[src/rtl/fetch_unit.sv]
// Instruction fetch: one icache request in flight, PC rewind on a missing response, {pc,inst} buffer to decode.
// Hits reach decode one cycle after icache_valid; a request is issued only when the buffer can absorb its response.
module fetch_unit #(
  parameter logic [31:0] RESET_PC   = 32'h0000_0000,
  parameter int          FIFO_DEPTH = 2
) (
  input  logic        clk,
  input  logic        rst,
  output logic [31:0] icache_addr,
  output logic        icache_req,
  input  logic [31:0] icache_data,
  input  logic        icache_valid,
  input  logic        redirect,
  input  logic [31:0] redirect_pc,
  output logic        inst_valid,
  output logic [31:0] inst,
  output logic [31:0] inst_pc,
  input  logic        inst_ready
);

  localparam int AW = (FIFO_DEPTH > 1) ? $clog2(FIFO_DEPTH) : 1;
  localparam int CW = $clog2(FIFO_DEPTH + 1);

  typedef struct packed {
    logic [31:0] pc;
    logic [31:0] inst;
  } entry_t;

  entry_t          mem [FIFO_DEPTH];
  logic [AW-1:0]   head;
  logic [AW-1:0]   tail;
  logic [CW-1:0]   count;
  logic [31:0]     pc;
  logic [31:0]     inflight_pc;
  logic            inflight;

  logic            pop;
  logic            push;
  logic            resp_ok;
  logic            resp_miss;
  logic [CW:0]     credit_used;

  always_comb begin
    inst_valid  = !rst && (count != '0);
    inst        = inst_valid ? mem[head].inst : '0;
    inst_pc     = inst_valid ? mem[head].pc   : '0;
    pop         = inst_valid & inst_ready;
    resp_ok     = inflight & icache_valid;
    resp_miss   = inflight & !icache_valid;
    push        = resp_ok & !redirect;
    // Buffered entries plus the outstanding response must leave room after this cycle's pop.
    credit_used = {1'b0, count} + (CW+1)'(inflight) - (CW+1)'(pop);
    icache_req  = !rst && !redirect && !resp_miss && (credit_used < (CW+1)'(FIFO_DEPTH));
    icache_addr = pc;
  end

  always_ff @(posedge clk) begin
    if (push) begin
      mem[tail] <= '{pc: inflight_pc, inst: icache_data};
    end
  end

  always_ff @(posedge clk) begin
    if (rst) begin
      pc          <= RESET_PC;
      inflight    <= 1'b0;
      inflight_pc <= '0;
      head        <= '0;
      tail        <= '0;
      count       <= '0;
    end else if (redirect) begin
      pc          <= {redirect_pc[31:2], 2'b00};
      inflight    <= 1'b0;
      head        <= '0;
      tail        <= '0;
      count       <= '0;
    end else begin
      if (push) tail <= tail + AW'(1);
      if (pop)  head <= head + AW'(1);
      count <= count + CW'(push) - CW'(pop);
      if (resp_miss) begin
        // Response never came: refetch the same address when credit allows.
        pc       <= inflight_pc;
        inflight <= 1'b0;
      end else if (icache_req) begin
        inflight    <= 1'b1;
        inflight_pc <= pc;
        pc          <= pc + 32'd4;
      end else begin
        inflight <= 1'b0;
      end
    end
  end

endmodule

[config.mk]
export PLATFORM = sky130hd
export DESIGN_NAME = fetch_unit
export DESIGN_NICKNAME = d
export VERILOG_FILES = /design/src/rtl/fetch_unit.sv
export SDC_FILE = /design/constraint.sdc
export NUM_CORES = 1
export LEC_CHECK = 0
export CAP_MARGIN = 5
export CELL_PAD_IN_SITES_DETAIL_PLACEMENT = 1
export CELL_PAD_IN_SITES_GLOBAL_PLACEMENT = 2
export CORE_ASPECT_RATIO = 0.7
export CORE_MARGIN = 2
export CORE_UTILIZATION = 36
export DETAILED_ROUTE_END_ITERATION = 8
export PLACE_DENSITY_LB_ADDON = 0.1
export SKIP_CTS_REPAIR_TIMING = 1
export SLEW_MARGIN = 25
export SYNTH_ARGS = -nofsm -noshare
export SYNTH_HDL_FRONTEND = slang
export SYNTH_SLANG_ARGS = --single-unit
[constraint.sdc]
create_clock -name clk -period 9.2 [get_ports clk]
set_clock_uncertainty 0.1 [all_clocks]
set_input_delay 0.92 -clock clk [delete_from_list [all_inputs] [get_ports clk]]
set_output_delay 0.92 -clock clk [all_outputs]
set_load 0.01 [all_outputs]
# Word-level counts from Yosys, hierarchy flattened
# Memory sizes are Yosys's and may differ from the RTL's. A register that Yosys moved wholly into a read port is not among the register bits.
# Index checks and enable logic that the tools add are counted.
[word_totals] latch_bits=0 n_memories=1 output_inout_bits=98 mem_bits_ro=0 in_bits=69 mem_bits_rw=128 ff_bits=69
[classes] n_shift=0 n_mul=0 div_mod_pow=0 muxes=10 n_eq_ne=0 n_reduce_logical=14 n_addsub=7 n_lt_le_gt_ge=1 n_bitwise=6
[memory_table] memory="mem" words=2 width=64 read_ports=1 rd_ports_with_merged_regs=1 wr=1 line_no="29" text="entry_t mem [FIFO_DEPTH];"
[ops] operator="2-to-1 mux 32 bit" n=5
[ops] operator="adder 32 x 3 -> 32 bit (second input constant)" n=1
[ops] operator="2-to-1 mux 1 bit" n=5
[ops] operator="bitwise AND 1 bit" n=4
[ops] operator="logical AND 1 bit" n=4
[ops] operator="logical NOT 1 bit" n=4
[ops] operator="nonzero test 2 bit" n=2
[ops] operator="adder 2 x 1 -> 3 bit" n=1
[ops] operator="less-than comparator 3 x 2 -> 1 bit (second input constant)" n=1
[ops] operator="AND reduction 3 bit" n=1
[ops] operator="nonzero test 3 bit" n=1
[ops] operator="OR reduction 3 bit" n=1
[ops] operator="subtractor 3 x 1 -> 3 bit" n=1
[ops] operator="adder 1 bit (second input constant)" n=2
[ops] operator="adder 2 x 1 -> 2 bit" n=1
[ops] operator="NOT 1 bit" n=2
[ops] operator="OR reduction 2 bit" n=1
[ops] operator="subtractor 2 x 1 -> 2 bit" n=1

# Depth between registers and ports, before layout
# Gate-level depths: netlist of run 1.
[logic_depth] depth_word=9 mapped_depth=13 depth_no_buf=11

# Worst setup path before layout of run 1
# Ideal clock, no wire load.
[synth_timing] kind="input to register" startpoint="input redirect" endpoint="memory mem[0][0] in the netlist's numbering, enable pin" required_ns=8.613 path_buffers=2 arrival_ns=4.387 setup_slack_ns=4.227 setup_time_ns=0.487 cell_stages=5 cell_sequence="clkbuf_1 -> inv_1 -> clkbuf_1 -> nand3_1 -> nor2_1"
[synth_via] elab_chain_cells=4
[synth_lines] item="start: declaration" line_no="13" text="input logic redirect,"
[synth_lines] item="logical NOT 1 bit" line_no="50" text="push = resp_ok & !redirect;"
[synth_lines] item="bitwise AND 1 bit" line_no="50"
[synth_lines] item="2-to-1 mux 1 bit" line_no="58" text="if (push) begin"
[synth_lines] item="2-to-1 mux 1 bit (implied by the code)" line_no="59" text="mem[tail] <= '{pc: inflight_pc, inst: icache_data};"
[synth_lines] item="end: declaration" line_no="29"
# Every way passes these cells.

# Worst setup path in the final report of run 1
[layout_timing] startpoint="input rst" endpoint="output icache_req"
[layout_via] elab_chain_cells=6
[layout_lines] item="start: declaration" line_no="8" text="input logic rst,"
[layout_lines] item="logical NOT 1 bit *" line_no="44, 53"
[layout_lines] item="logical AND 1 bit" line_no="44" text="inst_valid = !rst && (count != '0);"
[layout_lines] item="bitwise AND 1 bit" line_no="47" text="pop = inst_valid & inst_ready;"
[layout_lines] item="subtractor 3 x 1 -> 3 bit" line_no="52" text="credit_used = {1'b0, count} + (CW+1)'(inflight) - (CW+1)'(pop);"
[layout_lines] item="less-than comparator 3 x 2 -> 1 bit" line_no="53" text="icache_req = !rst && !redirect && !resp_miss && (credit_used < (CW+1)'(FIFO_DEPTH));"
[layout_lines] item="logical AND 1 bit *" line_no="53"
[layout_lines] item="end: declaration" line_no="10" text="output logic icache_req,"
# Mark *: on every way between the ends. The rest lies on a longest branch, timed or not.

==> results of run 1 <==
==> critical path, stage by stage <==
cell and delay (ns):
buf_2 0.10, inv_1 0.30, buf_4 0.31, nand2_1 0.09, xnor2_1 0.14, nand2_1 0.08
fa_1 0.42, xnor2_1 0.61, nand4_1 0.27, inv_1 0.16, clkdlybuf4s50_1 0.55
==> cell type report <==
type / instances / area share [%]
multi-input cells: 498 / 27.1
clock inverters: 14 / 1.30
well taps: 312 / 3.54
flip-flops and latches: 198 / 47.6
clock buffers: 18 / 3.89
inverters: 14 / 0.476
repair buffers: 180 / 16.1
==> power by group <==
group | internal, uW | switching, uW | leakage, uW
sequential | 961 | 29.6 | 0.00171
clock | 365 | 371 | 0.000283
combinational | 73.0 | 76.5 | 0.00150
total | 1400 | 477 | 0.00349
==> per-stage QoR <==
stage                     cell area [um2]  std cells  setup slack, ns  hold WS, ns  total power, uW
final                               11000       1234             4.20        0.383             1880
after global routing                11000       1234             4.00        0.396             1940
after CTS                           11000       1234             4.27        0.383             1890
after detailed placement            10500       1202             4.29        0.371             1160
after global placement              10400       1201             4.25        0.358             1150
after floorplan                      8460        759             4.23        0.339             1070
==> kinds of logic after synthesis <==
kind of cell	after synthesis
mux	65
compound gates	156
buf+inv	63
fa+ha+maj	3
flops	198
simple gates	257
xor+xnor	17
==> worst max path at each step <==
stage / startpoint / endpoint / slack [ns] / cells past startpoint
finish: rst / icache_req / 4.20 / 11
global route: rst / icache_req / 4.00 / 11
CTS: rst / icache_req / 4.27 / 11
detailed placement: rst / icache_req / 4.29 / 11
global placement: rst / icache_req / 4.25 / 11
floorplan: redirect / mem[0][0]$_DFFE_PP_ / 4.23 / 5
==> synth_stat cells (all sizes together) (2+ instances only) <==
library cell	instances	share of area (%)
nand2b	2	0.15
o31a	4	0.43
a21o	4	0.36
inv	14	0.62
mux2i	65	7.7
a22oi	6	0.53
a311oi	3	0.31
o211ai	6	0.53
xor2	6	0.62
nand2	97	4.3
ha	2	0.30
nor3	11	0.65
nand3	18	1.1
o41ai	2	0.21
and2	5	0.37
and4	2	0.21
edfxtp	128	45
a221oi	4	0.41
and3	6	0.44
o31ai	7	0.62
a211oi	9	0.80
xnor2	11	1.1
nor2	86	3.8
clkbuf	34	1.5
nand4	11	0.89
nor4	7	0.52
buf	15	0.81
o21ai	27	1.6
a31oi	3	0.22
a2111oi	2	0.21
o21a	6	0.53
a21oi	64	3.8
dfxtp	70	17
or3	4	0.33
or4	4	0.41
==> state kept, by name, indices dropped and copies added (netlist names), named ones only <==
register,cells
head,1
mem,128
tail,1
icache_addr,30
count,2
inflight_pc,32
inflight,1
==> routing by layer <==
metal	share of wire (%)	GRT usage [%]	vias up
li1	-	-	3068
met1	49	31.6	3347
met2	44	32.0	169
met3	5.6	4.98	9
met4	0.65	4.76	0
met5	0	0	-
==> impl_metrics.json, run 1 <==
{
  "nets": 981,
  "synth_edf_count": 128,
  "die_y_um": 132,
  "cts_tree": "done",
  "wl_per_cell_um": 21.2,
  "syn_area_per_cell_um2": 11.1,
  "diodes": 0,
  "slew_viol_final": 0,
  "setup-tns-final_ns": 0,
  "wl_um": 26100,
  "grt_start_max_net_pins": 65,
  "die_area_um2": 24700,
  "hold_depth": 0,
  "hp-start": "inflight_pc[31]$_SDFFE_PP0P_",
  "synth_simple_gate_area_share_pct": 13.5,
  "p_per_area_nw_per_um2": 170,
  "reg2regPathDepth": 11,
  "fin_crit_sh_pct": 54.3,
  "vias": 6593,
  "die_width_um": 187,
  "num-fill-cells": 2471,
  "grt_overflow_total": 0,
  "grt_use_total_pct": 21.4,
  "grt_pass1_wl_um": 41000,
  "cp_max_fo": 11,
  "area_growth_syn_to_layout_pct": 30.5,
  "postSynth.asyncResetShare_pct": 0,
  "first_pass_iters": 4,
  "first_iter_violations": 426,
  "crit_required_ns": 8.18,
  "max-slew-margin-rel_pct": 41.2,
  "cts_root_buf": "clkbuf_16",
  "ioPinCount": 167,
  "io_buffers": 164,
  "cts_sinks": 198,
  "syn_area_um2": 8460,
  "cp.arrival_ns": 3.98,
  "final_hold_viol_count": 0,
  "status": "completed",
  "fin_util_pct": 48.3,
  "synth_flop_cell": "edfxtp_1",
  "rsz0062_at_grt": "no",
  "fmax_ghz": 0.200,
  "synth_fa_ha_area_share_pct": 0.533,
  "drc_errors": 0,
  "layout_commonest_cell": "clkdlybuf4s50_1",
  "path_class": "in2out",
  "rows": 46,
  "seqCellArea_um2": 5250,
  "synthCells": 759,
  "critPathLaunchType": "input pin",
  "antenna_found_initial": 0,
  "r2r_slack_ns": 5.48,
  "hold_class": "reg2reg",
  "tightestPinTransition_ns": 0.874,
  "peakVddDrop_mv": 0.129,
  "synth_top_family_by_area": "simple AND/OR/NAND/NOR gates",
  "initial_utilization_pct": 37.0,
  "postRouteAntennaNets": 0,
  "grt_pass1_vias": 6817,
  "min_period_ns": 5.00,
  "multi_input_area_um2": 2990,
  "mostFrequentLayoutCells": "clkdlybuf4s50_1 (163), edfxtp_1 (128), nand2_1 (97), nor2_1 (84), dfxtp_1 (69)",
  "ys_warn_count": 0,
  "cts_buffers": 17,
  "hpwl_um": 17800,
  "drive_gt1_share_pct": 6.72,
  "core_um2": 22800,
  "worst_r2r_endpoint": "icache_addr[12]$_SDFFE_PP0P_",
  "leakage_uw": 0.00349,
  "cap_violations": 0,
  "gp_congestion": 0.871,
  "cts_buffer_depth": 2,
  "syn-num-nets": 831,
  "ys_seq_elements": 198,
  "clock_latency_ns": 0.44,
  "cp-end-kind": "primary output",
  "synth.distinct_cells": 57,
  "min_to": "mem[1][63]$_DFFE_PP_",
  "setup_viol": 0,
  "clk_pin_slew_ns": 0.08,
  "synthMuxAreaShare_pct": 7.69,
  "synth_compound_area_share_pct": 11.5,
  "ys_seq_area_share_pct": 62.0,
  "r2r-start": "count[1]$_SDFF_PP0_",
  "viasPerCell": 5.34,
  "synth_xor_area_share_pct": 1.76,
  "h-tree-depth": 4
}
Note: power is estimated with default switching activity, not from simulation.
==> inputs of run 2 (changes only) <==
--- a/config.mk
+++ b/config.mk
@@ -10,7 +10,7 @@
 export CELL_PAD_IN_SITES_GLOBAL_PLACEMENT = 2
 export CORE_ASPECT_RATIO = 0.7
 export CORE_MARGIN = 2
-export CORE_UTILIZATION = 36
+export CORE_UTILIZATION = 33
 export DETAILED_ROUTE_END_ITERATION = 8
 export PLACE_DENSITY_LB_ADDON = 0.1
 export SKIP_CTS_REPAIR_TIMING = 1
==> constraint.sdc (replaced) <==
create_clock -name clk -period 4.85 [get_ports clk]
set_clock_uncertainty 0.1 [all_clocks]
set_input_delay 0.485 -clock clk [delete_from_list [all_inputs] [get_ports clk]]
set_output_delay 0.485 -clock clk [all_outputs]
set_load 0.01 [all_outputs]
==> impl_metrics.json, run 2 (synthesis gave the netlist of run 1 again) <==
{
  "status": "completed",
  "cp-end-kind": "primary output",
  "wl_per_cell_um": 21.1,
  "mostFrequentLayoutCells": "clkdlybuf4s50_1 (163), edfxtp_1 (128), nand2_1 (97), nor2_1 (84), dfxtp_1 (69)",
  "nets": 982,
  "cp_max_fo": 7,
  "cap_violations": 0,
  "wl_um": 26400,
  "io_buffers": 164,
  "drive_gt1_share_pct": 6.83,
  "first_pass_iters": 5,
  "first_iter_violations": 368,
  "grt_use_total_pct": 19.8,
  "grt_start_max_net_pins": 65,
  "setup-tns-final_ns": 0,
  "fin_crit_sh_pct": 74.8,
  "cp.arrival_ns": 3.05,
  "peakVddDrop_mv": 0.276,
  "cts_buffers": 17,
  "min_period_ns": 3.63,
  "ioPinCount": 167,
  "tightestPinTransition_ns": 0.859,
  "final_hold_viol_count": 0,
  "hpwl_um": 18000,
  "path_class": "reg2out",
  "crit_required_ns": 4.26,
  "top_register": "mem",
  "whs_ns": 0.382,
  "antenna_found_initial": 0,
  "critPathLaunchType": "flip-flop",
  "area_growth_syn_to_layout_pct": 31.0,
  "cts_sinks": 198,
  "num-fill-cells": 2659,
  "grt_pass1_vias": 6642,
  "slew_viol_final": 0,
  "largest_reg_flops": 128,
  "seqCellArea_um2": 5250,
  "h-tree-depth": 4,
  "drc_errors": 0,
  "viasPerCell": 5.21,
  "grt_pass1_wl_um": 40200,
  "fmax_ghz": 0.275,
  "leakage_uw": 0.00350,
  "post_dp_cell_area_um2": 10500,
  "diodes": 0,
  "core_um2": 24900,
  "die_y_um": 138,
  "p_per_area_nw_per_um2": 322,
  "stdcell_area_um2": 11100,
  "clock_latency_ns": 0.43,
  "multi_input_area_um2": 2990,
  "rows": 48,
  "clk_pin_slew_ns": 0.08,
  "vias": 6507,
  "max-slew-margin-rel_pct": 42.8,
  "gp_congestion": 0.829,
  "hold_class": "reg2reg",
  "cts_tree": "done",
  "die_area_um2": 26900,
  "die_width_um": 195,
  "setup_viol": 0,
  "rsz0062_at_grt": "no",
  "postRouteAntennaNets": 0,
  "layout_commonest_cell": "clkdlybuf4s50_1",
  "initial_utilization_pct": 33.9,
  "cts_root_buf": "clkbuf_16",
  "grt_overflow_total": 0,
  "cts_buffer_depth": 2
}
[run 2: stage by stage]
step	power (uW)	utilization (%)	cells	setup WS, ns
after global placement	2190	42.0	1215	0.745
after detailed placement	2200	42.1	1216	1.09
final	3560	44.4	1248	1.22
after floorplan	2020	-	759	0.312
after global routing	3690	44.4	1248	0.976
after CTS	3600	44.4	1248	1.20
[run 2: where the power goes]
| part | leakage [uW] | internal (uW) | switching [uW] |
|---|---|---|---|
| Sequential | 0.00171 | 1820 | 55.7 |
| Combinational | 0.00150 | 139 | 147 |
| Clock | 0.000285 | 694 | 704 |
[run 2: area by class of cell]
class                   instances  share of cell area, %
repair buffers                181                   16.2
multi-input cells             498                   27.0
clock inverters                14                   1.34
inverters                      14                  0.475
flip-flops and latches        198                   47.4
well taps                     325                   3.67
clock buffers                  18                   3.88
[run 2: metal layers]
| layer | global-route usage, % | routed length (um) |
|---|---|---|
| met5 | 0 | 0 |
| met4 | 4.07 | 171 |
| met3 | 3.02 | 922 |
| met2 | 29.9 | 11600 |
| met1 | 30.0 | 13700 |
[run 2: final timing paths]
path / from / slack [ns] / end / cells past startpoint
max: count[1]$_SDFF_PP0_ / 1.22 / icache_req / 10
min: flip-flop / 0.38 / inflight_pc[0]$_SDFFE_PP0P_ / 2
max reg2reg: count[1]$_SDFF_PP0_ / 1.47 / icache_addr[20]$_SDFFE_PP0P_ / 11
min reg2reg: flip-flop / 0.38 / inflight_pc[0]$_SDFFE_PP0P_ / 2
[run 2: worst max-delay path: stages (launching register included)]
cell and delay (ns):
dfxtp_1 0.42, o21ai_4 0.19, inv_1 0.08, nand2_1 0.14
nor2_1 0.08, fa_1 0.44, xnor2_1 0.18, buf_4 0.18
nand4_1 0.19, inv_1 0.15, clkdlybuf4s50_1 0.55
